--- config.mk ---
export PLATFORM = sky130hd
export DESIGN_NAME = axi_lite_reg_slave
export DESIGN_NICKNAME = d
export VERILOG_FILES = /design/src/rtl/axi_lite_reg_slave.sv
export SDC_FILE = /design/constraint.sdc
export NUM_CORES = 1
export LEC_CHECK = 0
export CORE_ASPECT_RATIO = 0.6
export CORE_UTILIZATION = 40
export CTS_BUF_LIST = sky130_fd_sc_hd__clkbuf_4 sky130_fd_sc_hd__clkbuf_8 sky130_fd_sc_hd__clkbuf_16
export DETAILED_ROUTE_END_ITERATION = 16
export SLEW_MARGIN = 20
export SYNTH_ARGS = -nofsm -noshare
export SYNTH_HDL_FRONTEND = slang
export SYNTH_SLANG_ARGS = --single-unit
--- constraint.sdc ---
create_clock -name s_axi_aclk -period 5.3 [get_ports s_axi_aclk]
set_input_delay 1.325 -clock s_axi_aclk [delete_from_list [all_inputs] [get_ports s_axi_aclk]]
set_output_delay 1.325 -clock s_axi_aclk [all_outputs]
set_load 0.1 [all_outputs]
--- src/rtl/axi_lite_reg_slave.sv ---
// axi_lite_reg_slave
//   AXI4-Lite register-bank slave. Holds NUM_REGS word registers written with
//   byte strobes and read back one word per transaction. The write and read
//   channels are independent state machines, so a stalled response on one
//   channel never blocks the other.
//
// Ports
//   s_axi_aclk     in   clock, all logic on the rising edge
//   s_axi_areset   in   synchronous reset, active-high
//   s_axi_aw*      write address channel (awaddr, awvalid in; awready out)
//   s_axi_w*       write data channel (wdata, wstrb, wvalid in; wready out)
//                  wstrb carries one spare top bit that is ignored
//   s_axi_b*       write response channel (bresp, bvalid out; bready in)
//   s_axi_ar*      read address channel (araddr, arvalid in; arready out)
//   s_axi_r*       read data channel (rdata, rresp, rvalid out; rready in)
module axi_lite_reg_slave #(
  parameter int DATA_WIDTH = 32,
  parameter int ADDR_WIDTH = 8,
  parameter int RESP_WIDTH = 3,
  parameter int NUM_REGS   = 4,
  parameter int BASE_ADDR  = 0
) (
  input  logic                    s_axi_aclk,
  input  logic                    s_axi_areset,
  input  logic [ADDR_WIDTH-1:0]   s_axi_awaddr,
  input  logic                    s_axi_awvalid,
  output logic                    s_axi_awready,
  input  logic [DATA_WIDTH-1:0]   s_axi_wdata,
  input  logic [DATA_WIDTH/8:0]   s_axi_wstrb,
  input  logic                    s_axi_wvalid,
  output logic                    s_axi_wready,
  output logic [RESP_WIDTH-1:0]   s_axi_bresp,
  output logic                    s_axi_bvalid,
  input  logic                    s_axi_bready,
  input  logic [ADDR_WIDTH-1:0]   s_axi_araddr,
  input  logic                    s_axi_arvalid,
  output logic                    s_axi_arready,
  output logic [DATA_WIDTH-1:0]   s_axi_rdata,
  output logic [RESP_WIDTH-1:0]   s_axi_rresp,
  output logic                    s_axi_rvalid,
  input  logic                    s_axi_rready
);

  localparam int BYTES    = DATA_WIDTH / 8;
  localparam int ADDR_LSB = $clog2(BYTES);
  localparam int IDX_W    = (NUM_REGS > 1) ? $clog2(NUM_REGS) : 1;

  localparam logic [RESP_WIDTH-1:0] RESP_OKAY   = '0;
  localparam logic [RESP_WIDTH-1:0] RESP_SLVERR = RESP_WIDTH'(2);
  localparam logic [ADDR_WIDTH-1:0] BASE        = ADDR_WIDTH'(BASE_ADDR);
  localparam logic [ADDR_WIDTH-1:0] NREGS       = ADDR_WIDTH'(NUM_REGS);

  typedef enum logic [1:0] {W_IDLE, W_NEED_D, W_NEED_A, W_RESP} w_state_t;
  typedef enum logic       {R_IDLE, R_DATA} r_state_t;

  w_state_t w_state, w_next;
  r_state_t r_state, r_next;

  logic [DATA_WIDTH-1:0] regs [NUM_REGS];

  logic [ADDR_WIDTH-1:0] wr_addr_q;
  logic [DATA_WIDTH-1:0] wr_data_q;
  logic [BYTES-1:0]      wr_strb_q;

  logic                  commit;
  logic [ADDR_WIDTH-1:0] c_addr;
  logic [DATA_WIDTH-1:0] c_data;
  logic [BYTES-1:0]      c_strb;

  logic aw_hs, w_hs, ar_hs;
  logic unused_wstrb_msb;

  logic [ADDR_WIDTH-1:0] c_word, ar_word;
  logic                  c_in_range, ar_in_range;
  logic [IDX_W-1:0]      c_idx, ar_idx;

  // Word index relative to the base; the sub-word byte bits drop out in the
  // shift. Subtraction wraps for addresses below the base, which is why the
  // range check also compares against BASE directly.
  function automatic logic [ADDR_WIDTH-1:0] word_index(input logic [ADDR_WIDTH-1:0] addr);
    logic [ADDR_WIDTH-1:0] off;
    off = addr - BASE;
    return off >> ADDR_LSB;
  endfunction

  assign unused_wstrb_msb = s_axi_wstrb[BYTES];

  // Ready/valid outputs are pure state decodes.
  assign s_axi_awready = (w_state == W_IDLE) || (w_state == W_NEED_A);
  assign s_axi_wready  = (w_state == W_IDLE) || (w_state == W_NEED_D);
  assign s_axi_bvalid  = (w_state == W_RESP);
  assign s_axi_arready = (r_state == R_IDLE);
  assign s_axi_rvalid  = (r_state == R_DATA);

  assign aw_hs = s_axi_awvalid && s_axi_awready;
  assign w_hs  = s_axi_wvalid  && s_axi_wready;
  assign ar_hs = s_axi_arvalid && s_axi_arready;

  assign c_word      = word_index(c_addr);
  assign c_in_range  = (c_addr >= BASE) && (c_word < NREGS);
  assign c_idx       = c_word[IDX_W-1:0];
  assign ar_word     = word_index(s_axi_araddr);
  assign ar_in_range = (s_axi_araddr >= BASE) && (ar_word < NREGS);
  assign ar_idx      = ar_word[IDX_W-1:0];

  // Write next-state. The commit source mixes live bus inputs with whatever
  // half of the transaction was latched earlier, depending on arrival order.
  always_comb begin
    w_next = w_state;
    commit = 1'b0;
    c_addr = wr_addr_q;
    c_data = wr_data_q;
    c_strb = wr_strb_q;
    case (w_state)
      W_IDLE: begin
        if (aw_hs && w_hs) begin
          commit = 1'b1;
          c_addr = s_axi_awaddr;
          c_data = s_axi_wdata;
          c_strb = s_axi_wstrb[BYTES-1:0];
          w_next = W_RESP;
        end else if (aw_hs) begin
          w_next = W_NEED_D;
        end else if (w_hs) begin
          w_next = W_NEED_A;
        end
      end
      W_NEED_D: begin
        if (w_hs) begin
          commit = 1'b1;
          c_data = s_axi_wdata;
          c_strb = s_axi_wstrb[BYTES-1:0];
          w_next = W_RESP;
        end
      end
      W_NEED_A: begin
        if (aw_hs) begin
          commit = 1'b1;
          c_addr = s_axi_awaddr;
          w_next = W_RESP;
        end
      end
      W_RESP: begin
        if (s_axi_bready) w_next = W_IDLE;
      end
      default: w_next = W_IDLE;
    endcase
  end

  // Write state, half-transaction latches, response and the register bank.
  always_ff @(posedge s_axi_aclk) begin
    if (s_axi_areset) begin
      w_state     <= W_IDLE;
      wr_addr_q   <= '0;
      wr_data_q   <= '0;
      wr_strb_q   <= '0;
      s_axi_bresp <= RESP_OKAY;
      for (int r = 0; r < NUM_REGS; r++) regs[r] <= '0;
    end else begin
      w_state <= w_next;
      if (w_state == W_IDLE && aw_hs) wr_addr_q <= s_axi_awaddr;
      if (w_state == W_IDLE && w_hs) begin
        wr_data_q <= s_axi_wdata;
        wr_strb_q <= s_axi_wstrb[BYTES-1:0];
      end
      if (commit) begin
        s_axi_bresp <= c_in_range ? RESP_OKAY : RESP_SLVERR;
        if (c_in_range) begin
          for (int b = 0; b < BYTES; b++) begin
            if (c_strb[b]) regs[c_idx][8*b +: 8] <= c_data[8*b +: 8];
          end
        end
      end
    end
  end

  // Read next-state.
  always_comb begin
    r_next = r_state;
    case (r_state)
      R_IDLE:  if (s_axi_arvalid) r_next = R_DATA;
      R_DATA:  if (s_axi_rready)  r_next = R_IDLE;
      default: r_next = R_IDLE;
    endcase
  end

  // Read state and captured data. Capturing from regs with a non-blocking
  // read means a write committing on the same edge is not yet visible, so
  // the read returns the pre-write value.
  always_ff @(posedge s_axi_aclk) begin
    if (s_axi_areset) begin
      r_state     <= R_IDLE;
      s_axi_rdata <= '0;
      s_axi_rresp <= RESP_OKAY;
    end else begin
      r_state <= r_next;
      if (ar_hs) begin
        s_axi_rdata <= ar_in_range ? regs[ar_idx] : '0;
        s_axi_rresp <= ar_in_range ? RESP_OKAY : RESP_SLVERR;
      end
    end
  end

endmodule

==> results of run 1 <==
==> flip-flops by register name (all words and copies together), names as in the netlist, 2 cells and up <==
name         count
wr_addr_q        6
regs           128
w_state          2
wr_data_q       32
wr_strb_q        4
s_axi_rdata     32
==> metrics by stage <==
stage / total power, mW / std cells / utilization [%] / setup WS (ns)
2_1_floorplan: 2.931 / 784 / - / 1.129
3_3_place_gp: 3.337 / 1149 / 46.45 / 0.9975
3_5_place_dp: 3.351 / 1149 / 46.45 / 0.9775
4_1_cts: 4.880 / 1185 / 49.46 / 1.113
5_1_grt: 5.074 / 1185 / 49.46 / 0.9762
6_report: 4.868 / 1185 / 49.46 / 1.104
==> logic make-up after synthesis <==
logic type | count (synthesis) | share of synthesized area (%)
compound gates | 190 | 15.89
fa+ha+maj | 5 | 0.6609
buf+inv | 94 | 4.692
flops | 207 | 57.31
mux | 34 | 7.838
other cells | 1 | 0.03961
simple gates | 250 | 13.57
==> path summary, 6_finish.rpt <==
| path | startpoint | end | depth (start not counted) |
|---|---|---|---|
| setup reg to reg | w_state[0] | regs[0][2] | 7 |
| hold / removal | wr_data_q[30] | wr_data_q[30] | 2 |
| setup / recovery | w_state[0] | s_axi_awready | 4 |
| hold reg to reg | wr_data_q[30] | wr_data_q[30] | 2 |
==> cell usage in the layout, fill, tap and decap left out, drive strengths merged, types with 2 or more instances in the layout <==
| cell | instances |
|---|---|
| a2111oi | 32 |
| a21boi | 6 |
| a21o | 2 |
| a21oi | 48 |
| a22oi | 65 |
| and2 | 2 |
| and3 | 2 |
| buf | 47 |
| bufinv | 3 |
| clkbuf | 26 |
| clkdlybuf4s50 | 91 |
| clkinv | 7 |
| conb | 4 |
| dfxtp | 79 |
| edfxtp | 128 |
| ha | 5 |
| inv | 6 |
| mux4 | 32 |
| nand2 | 83 |
| nand2b | 3 |
| nand3 | 9 |
| nor2 | 40 |
| nor3b | 5 |
| nor4 | 99 |
| o2111ai | 5 |
| o211ai | 2 |
| o21ai | 9 |
| o31ai | 7 |
| o41ai | 9 |
| or2 | 2 |
| or4 | 3 |
==> cell type report <==
cell class / count / area share, %
clock inverter: 10 / 1.115
multi-input combinational: 483 / 31.72
inverter: 6 / 0.1968
tap: 315 / 3.445
timing repair buffer: 138 / 11.13
clock buffer: 26 / 4.975
sequential: 207 / 47.41
==> worst reg2reg max path, cell delays in order, from the launching register on <==
cell and delay [ns]:
dfxtp_1 0.34, inv_1 0.11, ha_1 0.55, a21o_1 0.28, a22oi_1 0.10, or4_4 0.85
o41ai_1 0.53, buf_4 0.27
==> power groups by stage <==
stage	clock network (mW)	registers [mW]	logic, mW
2_1_floorplan	0	1.95	0.979
3_3_place_gp	0	1.92	1.42
3_5_place_dp	0	1.92	1.43
4_1_cts	1.56	1.89	1.43
5_1_grt	1.62	1.90	1.56
6_report	1.53	1.89	1.45
==> layer usage <==
layer | up-vias | track usage, % | wire length (um)
met3 | 26 | 4.162 | 2052
met1 | 3499 | 33.56 | 12710
li1 | 3257 | - | -
met2 | 309 | 30.75 | 10760
met4 | 0 | 4.294 | 323
met5 | - | 0 | 0
==> out/qor.txt, run 1 <==
Synth area leaders -> edfxtp_1, dfxtp_1, mux4_2, nor4_1, a22oi_1
Synth Register Bits -> 207
clk_lat worst skew -> 0.50 ns
worst-margin pin slew -> 0.9948 ns
DRT Pass-1 Iters -> 5
Synth Cell Area -> 9467 um2
fin crit period -> 4.196 ns
Logic pwr share -> 29.8%
Synth top area share -> 40.60%
setup violators final -> 0
Hold WS -> 0.4546 ns
fin. max-slew vios -> 0
CP Class -> flop to primary output
Yosys top cell by area -> edfxtp_1
largest net degree at the start of global routing -> 60
I/O Buffers -> 93
Reg clk slew, reported paths -> 0.07 ns
crit-path max FO -> 19
initial DRC count -> 788
DIE HEIGHT -> 121.2 um
Synth Flop Type -> edfxtp_1
final instance area -> 11440 um2
Post-Syn Area per Cell -> 12.12 um2
final setup TNS -> 0 ns
CTS root buffer -> clkbuf_16
Die X -> 200.6 um
num ports -> 103
Clock Power Share -> 31.4%
Hold Path Class -> flop to flop
Max stage delay on crit path -> 1.13 ns
remaining global-route overflow -> 0
ant diodes -> 0
cts repair resizes -> 0
residual DRC count -> 0
top-count cell post-synth -> edfxtp_1
Placed Area -> 10750 um2
top cells by count, synth -> edfxtp_1, nor4_1, nand2_1
Final Skew -> 0.009770 ns
net switching power -> 1.758 mW
vias -> 7091
vias in the first global route -> 6882
Cell Chain, Critical Path -> inv_1 > ha_1 > or2_2 > clkdlybuf4s50_1
initial antenna violation count -> 0
status -> finished clean
Initial Utilization -> 40.92%
Syn Inst Count -> 781
worst path required time -> 3.97 ns
Yosys cell types -> 44
buffer depth of the longest clock path -> 3
Post-DRT Antenna Nets -> 0
Int Power -> 3.110 mW
Setup Fix Bufs, Post-CTS -> 0
clock buffer count from CTS -> 20
share of layout cells above drive strength 1 -> 17.36%
Sw Ratio -> 36.11%
first-pass GRT wire length -> 40720 um
Max VDD drop -> 0.2840 mV
max frequency -> 238.3 MHz
Detail Placement HPWL -> 16410 um
flop2flop setup slack -> 1.97 ns
hold_buf cts -> 0
fin crit share -> 79.17%
Slew headroom -> 33.47%
post-synthesis async set-or-reset flop share -> 0%
core area -> 23130 um2
RSZ-0062 raised after global routing -> false
register share of total power -> 38.8%
final hold vios -> 0
routability cong. -> 0.8104
fill cell count -> 2085
CTS tree -> built
register area -> 5425 um2
routed len/inst -> 21.81 um
Setup crit end kind -> primary output
sequential fraction of the synthesis area -> 57.31%
row count -> 43
Die ar. -> 24310 um2
area of the multi-input gates -> 3630 um2
Total GRT Usage -> 21.53%
Layout Nets -> 921
leakage power -> 3.652 nW
CP startpoint kind -> flop
Data arrival, critical path -> 2.87 ns
Power Dens Cells -> 425.5 nW/um2
clk sinks -> 207
number of enable flip-flop cells after synthesis -> 128
area delta synth->final -> 20.87%
Top delay family on crit path -> buffers and inverters
buffers and inverters on the worst path -> 2
max cap viols -> 0
Slowest-stage cell, CP -> clkdlybuf4s50_1
wirelength, routed -> 25850 um
H-tree levels -> 1
Vias/cell -> 5.984
YS warnings -> 0
No activity file was read; power rests on OpenSTA's default activity.
==> run 2: changes to the inputs <==
==> constraint.sdc (replaced) <==
create_clock -name s_axi_aclk -period 3.8 [get_ports s_axi_aclk]
set_input_delay 0.95 -clock s_axi_aclk [delete_from_list [all_inputs] [get_ports s_axi_aclk]]
set_output_delay 0.95 -clock s_axi_aclk [all_outputs]
set_load 0.1 [all_outputs]
==> run 2 against run 1 <==
Via count up 1.1%. Sequential power is 40% higher. Flip-flop and latch count is the same. Final area grew 1.8%. Sequential share of layout area decreased by 0.86 points. Critical path depth is 2 higher. Largest cell class unchanged.
==> out/qor.txt, run 2 (synthesized netlist as in run 1, its figures left out) <==
ant diodes -> 0
Slowest-stage cell, CP -> or4_4
Setup crit end kind -> flop
final setup margin -> 0.5541 ns
Detail Placement HPWL -> 16730 um
worst reg2reg path depth -> 7
clk_lat worst skew -> 0.51 ns
clk sinks -> 207
fill cell count -> 2088
Total GRT Usage -> 21.60%
RSZ-0062 raised after global routing -> false
DRT Pass-1 Iters -> 5
register area -> 5425 um2
Power Dens Cells -> 588.6 nW/um2
Max stage delay on crit path -> 0.58 ns
setup violators final -> 0
commonest non-fill, non-tap cell in the layout -> edfxtp_1
Place WS -> 0.09364 ns
residual DRC count -> 0
share of layout cells above drive strength 1 -> 21.02%
M1 GR Usage -> 33.46%
flop2flop setup slack -> 0.64 ns
initial antenna violation count -> 0
max frequency -> 308.1 MHz
Post-DRT Antenna Nets -> 0
buffer depth of the longest clock path -> 3
leakage power -> 3.807 nW
I/O Buffers -> 93
worst-margin pin slew -> 0.9912 ns
vias in the first global route -> 6927
area delta synth->final -> 23.10%
hold_buf cts -> 0
CP Depth -> 6
final hold vios -> 0
Die X -> 200.6 um
routability cong. -> 0.8174
Reg clk slew, reported paths -> 0.06 ns
Vias/cell -> 5.904
Setup Fix Bufs, Post-CTS -> 0
max FFs per register -> 128
Cell Chain, Critical Path -> clkdlybuf4s50_1 > or4_1 > and3_1 > or4_4 > o41ai_1 > buf_4
RR Endpoint -> regs[3][17]
max cap viols -> 0
Hold Path Class -> flop to flop
final core occ -> 50.37%
Die ar. -> 24310 um2
met2 Usage GRT -> 31.55%
M3 GR Usage -> 3.437%
fin. max-slew vios -> 0
fin crit period -> 3.246 ns
Hold WS -> 0.4533 ns
most frequent cells in the layout -> edfxtp_1, nor4_1, nand2_1, clkdlybuf4s50_1, dfxtp_1
Critical Path Sink -> regs[3][15]
Slew headroom -> 33.71%
clock buffer count from CTS -> 21
CP Class -> input pin to flop
Data arrival, critical path -> 3.44 ns
remaining global-route overflow -> 0
Final Skew -> 0.01131 ns
busiest grt layer -> met1
wirelength, routed -> 25900 um
largest registers -> regs: 128 flops, s_axi_rdata: 32 flops, wr_data_q: 32 flops
worst path required time -> 4.00 ns
num ports -> 103
cts repair resizes -> 0
CTS tree -> built
largest net degree at the start of global routing -> 58
routed len/inst -> 21.33 um
initial DRC count -> 709
CP startpoint kind -> input pin
most flop-heavy register -> regs
first-pass GRT wire length -> 40550 um
Top delay family on crit path -> simple AND/OR/NAND/NOR gates
Max VDD drop -> 0.4155 mV
crit path from -> s_axi_awaddr[7]
CTS root buffer -> clkbuf_16
row count -> 43
status -> finished clean
crit-path max FO -> 24
H-tree levels -> 1
final setup TNS -> 0 ns
Initial Utilization -> 40.92%
area of the multi-input gates -> 3630 um2
vias -> 7167
buffers and inverters on the worst path -> 2
DIE HEIGHT -> 121.2 um
Layout Nets -> 949
fin crit share -> 85.42%
Reg-to-Reg Start -> w_state[0]
core area -> 23130 um2
[run 2: changes by cell type in the layout (fill, tap and decap cells not counted)]
cell,before,now
buf_4,45,77
clkdlybuf4s50_1,91,83
buf_12,1,4
clkbuf_4,4,6
clkinv_2,5,7
bufinv_16,3,2
clkinv_1,1,0
clkinv_4,1,0
inv_6,0,1
[run 2: worst min-delay path by stage]
stage / start / end / slack [ns] / cells after the start
after detailed placement: wr_strb_q[3] / wr_strb_q[3] / 0.45 / 2
after CTS: wr_strb_q[3] / wr_strb_q[3] / 0.46 / 2
after global placement: wr_strb_q[0] / wr_strb_q[0] / 0.44 / 2
after global routing: wr_data_q[1] / wr_data_q[1] / 0.47 / 2
final: wr_strb_q[3] / wr_strb_q[3] / 0.45 / 2
after floorplan: wr_data_q[30] / wr_data_q[30] / 0.43 / 2
[run 2: final cells by class]
type	count	share of cell area, %
Multi-Input combinational cell	483	31.15
Inverter	6	0.1933
Clock buffer	28	5.014
Sequential cell	207	46.55
Tap cell	315	3.382
Clock inverter	10	0.8911
Timing Repair Buffer	165	12.82
[run 2: stage by stage]
step	cell area, um2	power (mW)	std cells
6_report	11650	6.860	1214
5_1_grt	11650	7.148	1214
4_1_cts	11650	6.885	1214
3_5_place_dp	10970	4.794	1176
3_3_place_gp	10970	4.774	1176
2_1_floorplan	9478	4.088	784
[run 2: where the power goes]
group / total [mW] / switching (mW) / internal, mW
clock: 2.09 / 0.865 / 1.22
combinational: 2.14 / 1.53 / 0.604
sequential: 2.64 / 0.0724 / 2.56
total: 6.86 / 2.47 / 4.39
[run 2: tightest hold or removal path, stage by stage, from the launching register on]
cell and delay, ns:
dfxtp_1 0.31, nand2_1 0.05, a21oi_1 0.05
[run 2: per-layer routing]
metal | routed length [um] | part of all wire [%]
met1 | 12480 | 48
met2 | 10960 | 42
met3 | 1990 | 7.7
met4 | 465 | 1.8
met5 | 0 | 0
==> run 3: changes to the inputs <==
--- a/config.mk
+++ b/config.mk
@@ -9,6 +9,7 @@
 export CORE_UTILIZATION = 40
 export CTS_BUF_LIST = sky130_fd_sc_hd__clkbuf_4 sky130_fd_sc_hd__clkbuf_8 sky130_fd_sc_hd__clkbuf_16
 export DETAILED_ROUTE_END_ITERATION = 16
+export GPL_ROUTABILITY_DRIVEN = 0
 export SLEW_MARGIN = 20
 export SYNTH_ARGS = -nofsm -noshare
 export SYNTH_HDL_FRONTEND = slang
==> constraint.sdc (replaced) <==
create_clock -name s_axi_aclk -period 3.2 [get_ports s_axi_aclk]
set_input_delay 0.8 -clock s_axi_aclk [delete_from_list [all_inputs] [get_ports s_axi_aclk]]
set_output_delay 0.8 -clock s_axi_aclk [all_outputs]
set_load 0.1 [all_outputs]
==> run 3 against run 2 <==
Non-clock buffer count is 29 higher. Sequential share of layout area shrank 1.4 points. Power rose by 22%. Clock power increased by 14%. Largest cell class unchanged. Register-to-register slack lost 0.35 ns. Utilization rose by 1.6 points. Sequential power up 19%. Global-route usage fell by 0.14 points. Hold slack better by 0.00087 ns. Setup slack got worse by 0.32 ns. Die area stayed put.
==> out/qor.txt, run 3 (synthesized netlist as in run 1, its figures left out) <==
max cap viols -> 0
CTS tree -> built
flop2flop setup slack -> 0.29 ns
cts repair resizes -> 0
Placed Area -> 11350 um2
core area -> 23130 um2
wirelength, routed -> 25930 um
DRT Pass-1 Iters -> 5
largest net degree at the start of global routing -> 68
final instance area -> 12020 um2
Die X -> 200.6 um
Cell Chain, Critical Path -> clkdlybuf4s50_1 > or4_1 > and3_1 > or4_4 > buf_12 > o41ai_4 > buf_4
max FFs per register -> 128
Detail Placement HPWL -> 17870 um
Setup crit end kind -> flop
crit path from -> s_axi_awaddr[7]
Critical Path Sink -> regs[0][14]
RSZ-0062 raised after global routing -> false
Total GRT Usage -> 21.46%
most flop-heavy register -> regs
share of layout cells above drive strength 1 -> 27.91%
area delta synth->final -> 26.95%
max frequency -> 337.7 MHz
Max VDD drop -> 0.6405 mV
routed len/inst -> 20.86 um
final setup TNS -> 0 ns
DIE HEIGHT -> 121.2 um
largest registers -> regs: 128 flops, s_axi_rdata: 32 flops, wr_data_q: 32 flops
fin crit share -> 92.55%
status -> finished clean
Max stage delay on crit path -> 0.53 ns
fin. max-slew vios -> 0
Setup Fix Bufs, Post-CTS -> 0
hold_buf cts -> 0
Place WS -> -0.2813 ns
clk sinks -> 207
RR Endpoint -> regs[0][7]
residual DRC count -> 0
fin crit period -> 2.962 ns
H-tree levels -> 1
ant diodes -> 0
WHS Path Cells -> 2
worst reg2reg path depth -> 7
Layout Nets -> 978
worst-margin pin slew -> 0.8536 ns
CP Depth -> 7
CP Class -> input pin to flop
CTS root buffer -> clkbuf_16
Inst Count DP -> 1205
setup violators final -> 0
Slowest-stage cell, CP -> or4_1
vias -> 7352
Vias/cell -> 5.915
non-filler cells, final -> 1243
CP startpoint kind -> input pin
crit-path max FO -> 22
Reg-to-Reg Start -> w_state[0]
initial antenna violation count -> 0
Reg clk slew, reported paths -> 0.06 ns
row count -> 43
buffer depth of the longest clock path -> 3
I/O Buffers -> 93
commonest non-fill, non-tap cell in the layout -> buf_4
Hold Path Class -> flop to flop
Die ar. -> 24310 um2
final hold vios -> 0
Top delay family on crit path -> simple AND/OR/NAND/NOR gates
Hold WS -> 0.4542 ns
leakage power -> 4.152 nW
first-pass GRT wire length -> 40260 um
Final Skew -> 0.01885 ns
final setup margin -> 0.2385 ns
vias in the first global route -> 7013
clock buffer count from CTS -> 21
most frequent cells in the layout -> buf_4, edfxtp_1, nor4_1
Initial Utilization -> 40.92%
Power Dens Cells -> 697.3 nW/um2
buffers and inverters on the worst path -> 3
initial DRC count -> 664
Post-DRT Antenna Nets -> 0
clk_lat worst skew -> 0.51 ns
worst path required time -> 3.41 ns
Slew headroom -> 43.09%
remaining global-route overflow -> 0
Data arrival, critical path -> 3.17 ns
num ports -> 103
[run 3: cell types whose count changed in the layout (fill, tap and decap cells not counted), sizes merged]
cell,delta
buf,+60
clkdlybuf4s50,-31
clkinv,+2
bufinv,-1
clkbuf,-1
[run 3: power breakdown]
group          switching [mW]  internal [mW]
sequential             0.0924           3.04
combinational            1.94          0.913
clock                    1.02           1.37
total                    3.05           5.33
[run 3: worst min-delay path, stage by stage, from the launching register on]
cell     delay [ns]
dfxtp_1        0.31
nand2_1        0.05
a21oi_1        0.05
[run 3: worst min-delay path by stage]
stage / startpoint / endpoint / slack [ns]
after global placement: wr_data_q[14] / wr_data_q[14] / 0.44
after global routing: wr_data_q[1] / wr_data_q[1] / 0.47
after CTS: wr_data_q[30] / wr_data_q[30] / 0.45
final: wr_data_q[30] / wr_data_q[30] / 0.45
after floorplan: wr_data_q[30] / wr_data_q[30] / 0.43
after detailed placement: wr_data_q[30] / wr_data_q[30] / 0.45
[run 3: per-layer routing]
metal | up-vias | wire length, um | GRT usage [%]
met5 | - | 0 | 0
met4 | 0 | 328 | 3.769
met3 | 34 | 2291 | 4.082
met2 | 326 | 10730 | 30.60
met1 | 3603 | 12580 | 33.68
li1 | 3389 | - | -
[run 3: area by class of cell]
type                       instances  area [um2]
multi-input combinational        483        3800
timing repair buffer             194        1709
sequential                       207        5425
clock buffer                      27       583.1
tap                              315       394.1
inverter                           6       22.52
clock inverter                    11       83.83
fill                            2005       11120
[run 3: through the flow]
step / utilization (%) / total power, mW
final: 51.95 / 8.380
after global routing: 51.95 / 8.710
after CTS: 51.95 / 8.380
after detailed placement: 49.06 / 6.000
after global placement: 49.06 / 5.907
after floorplan: - / 4.941
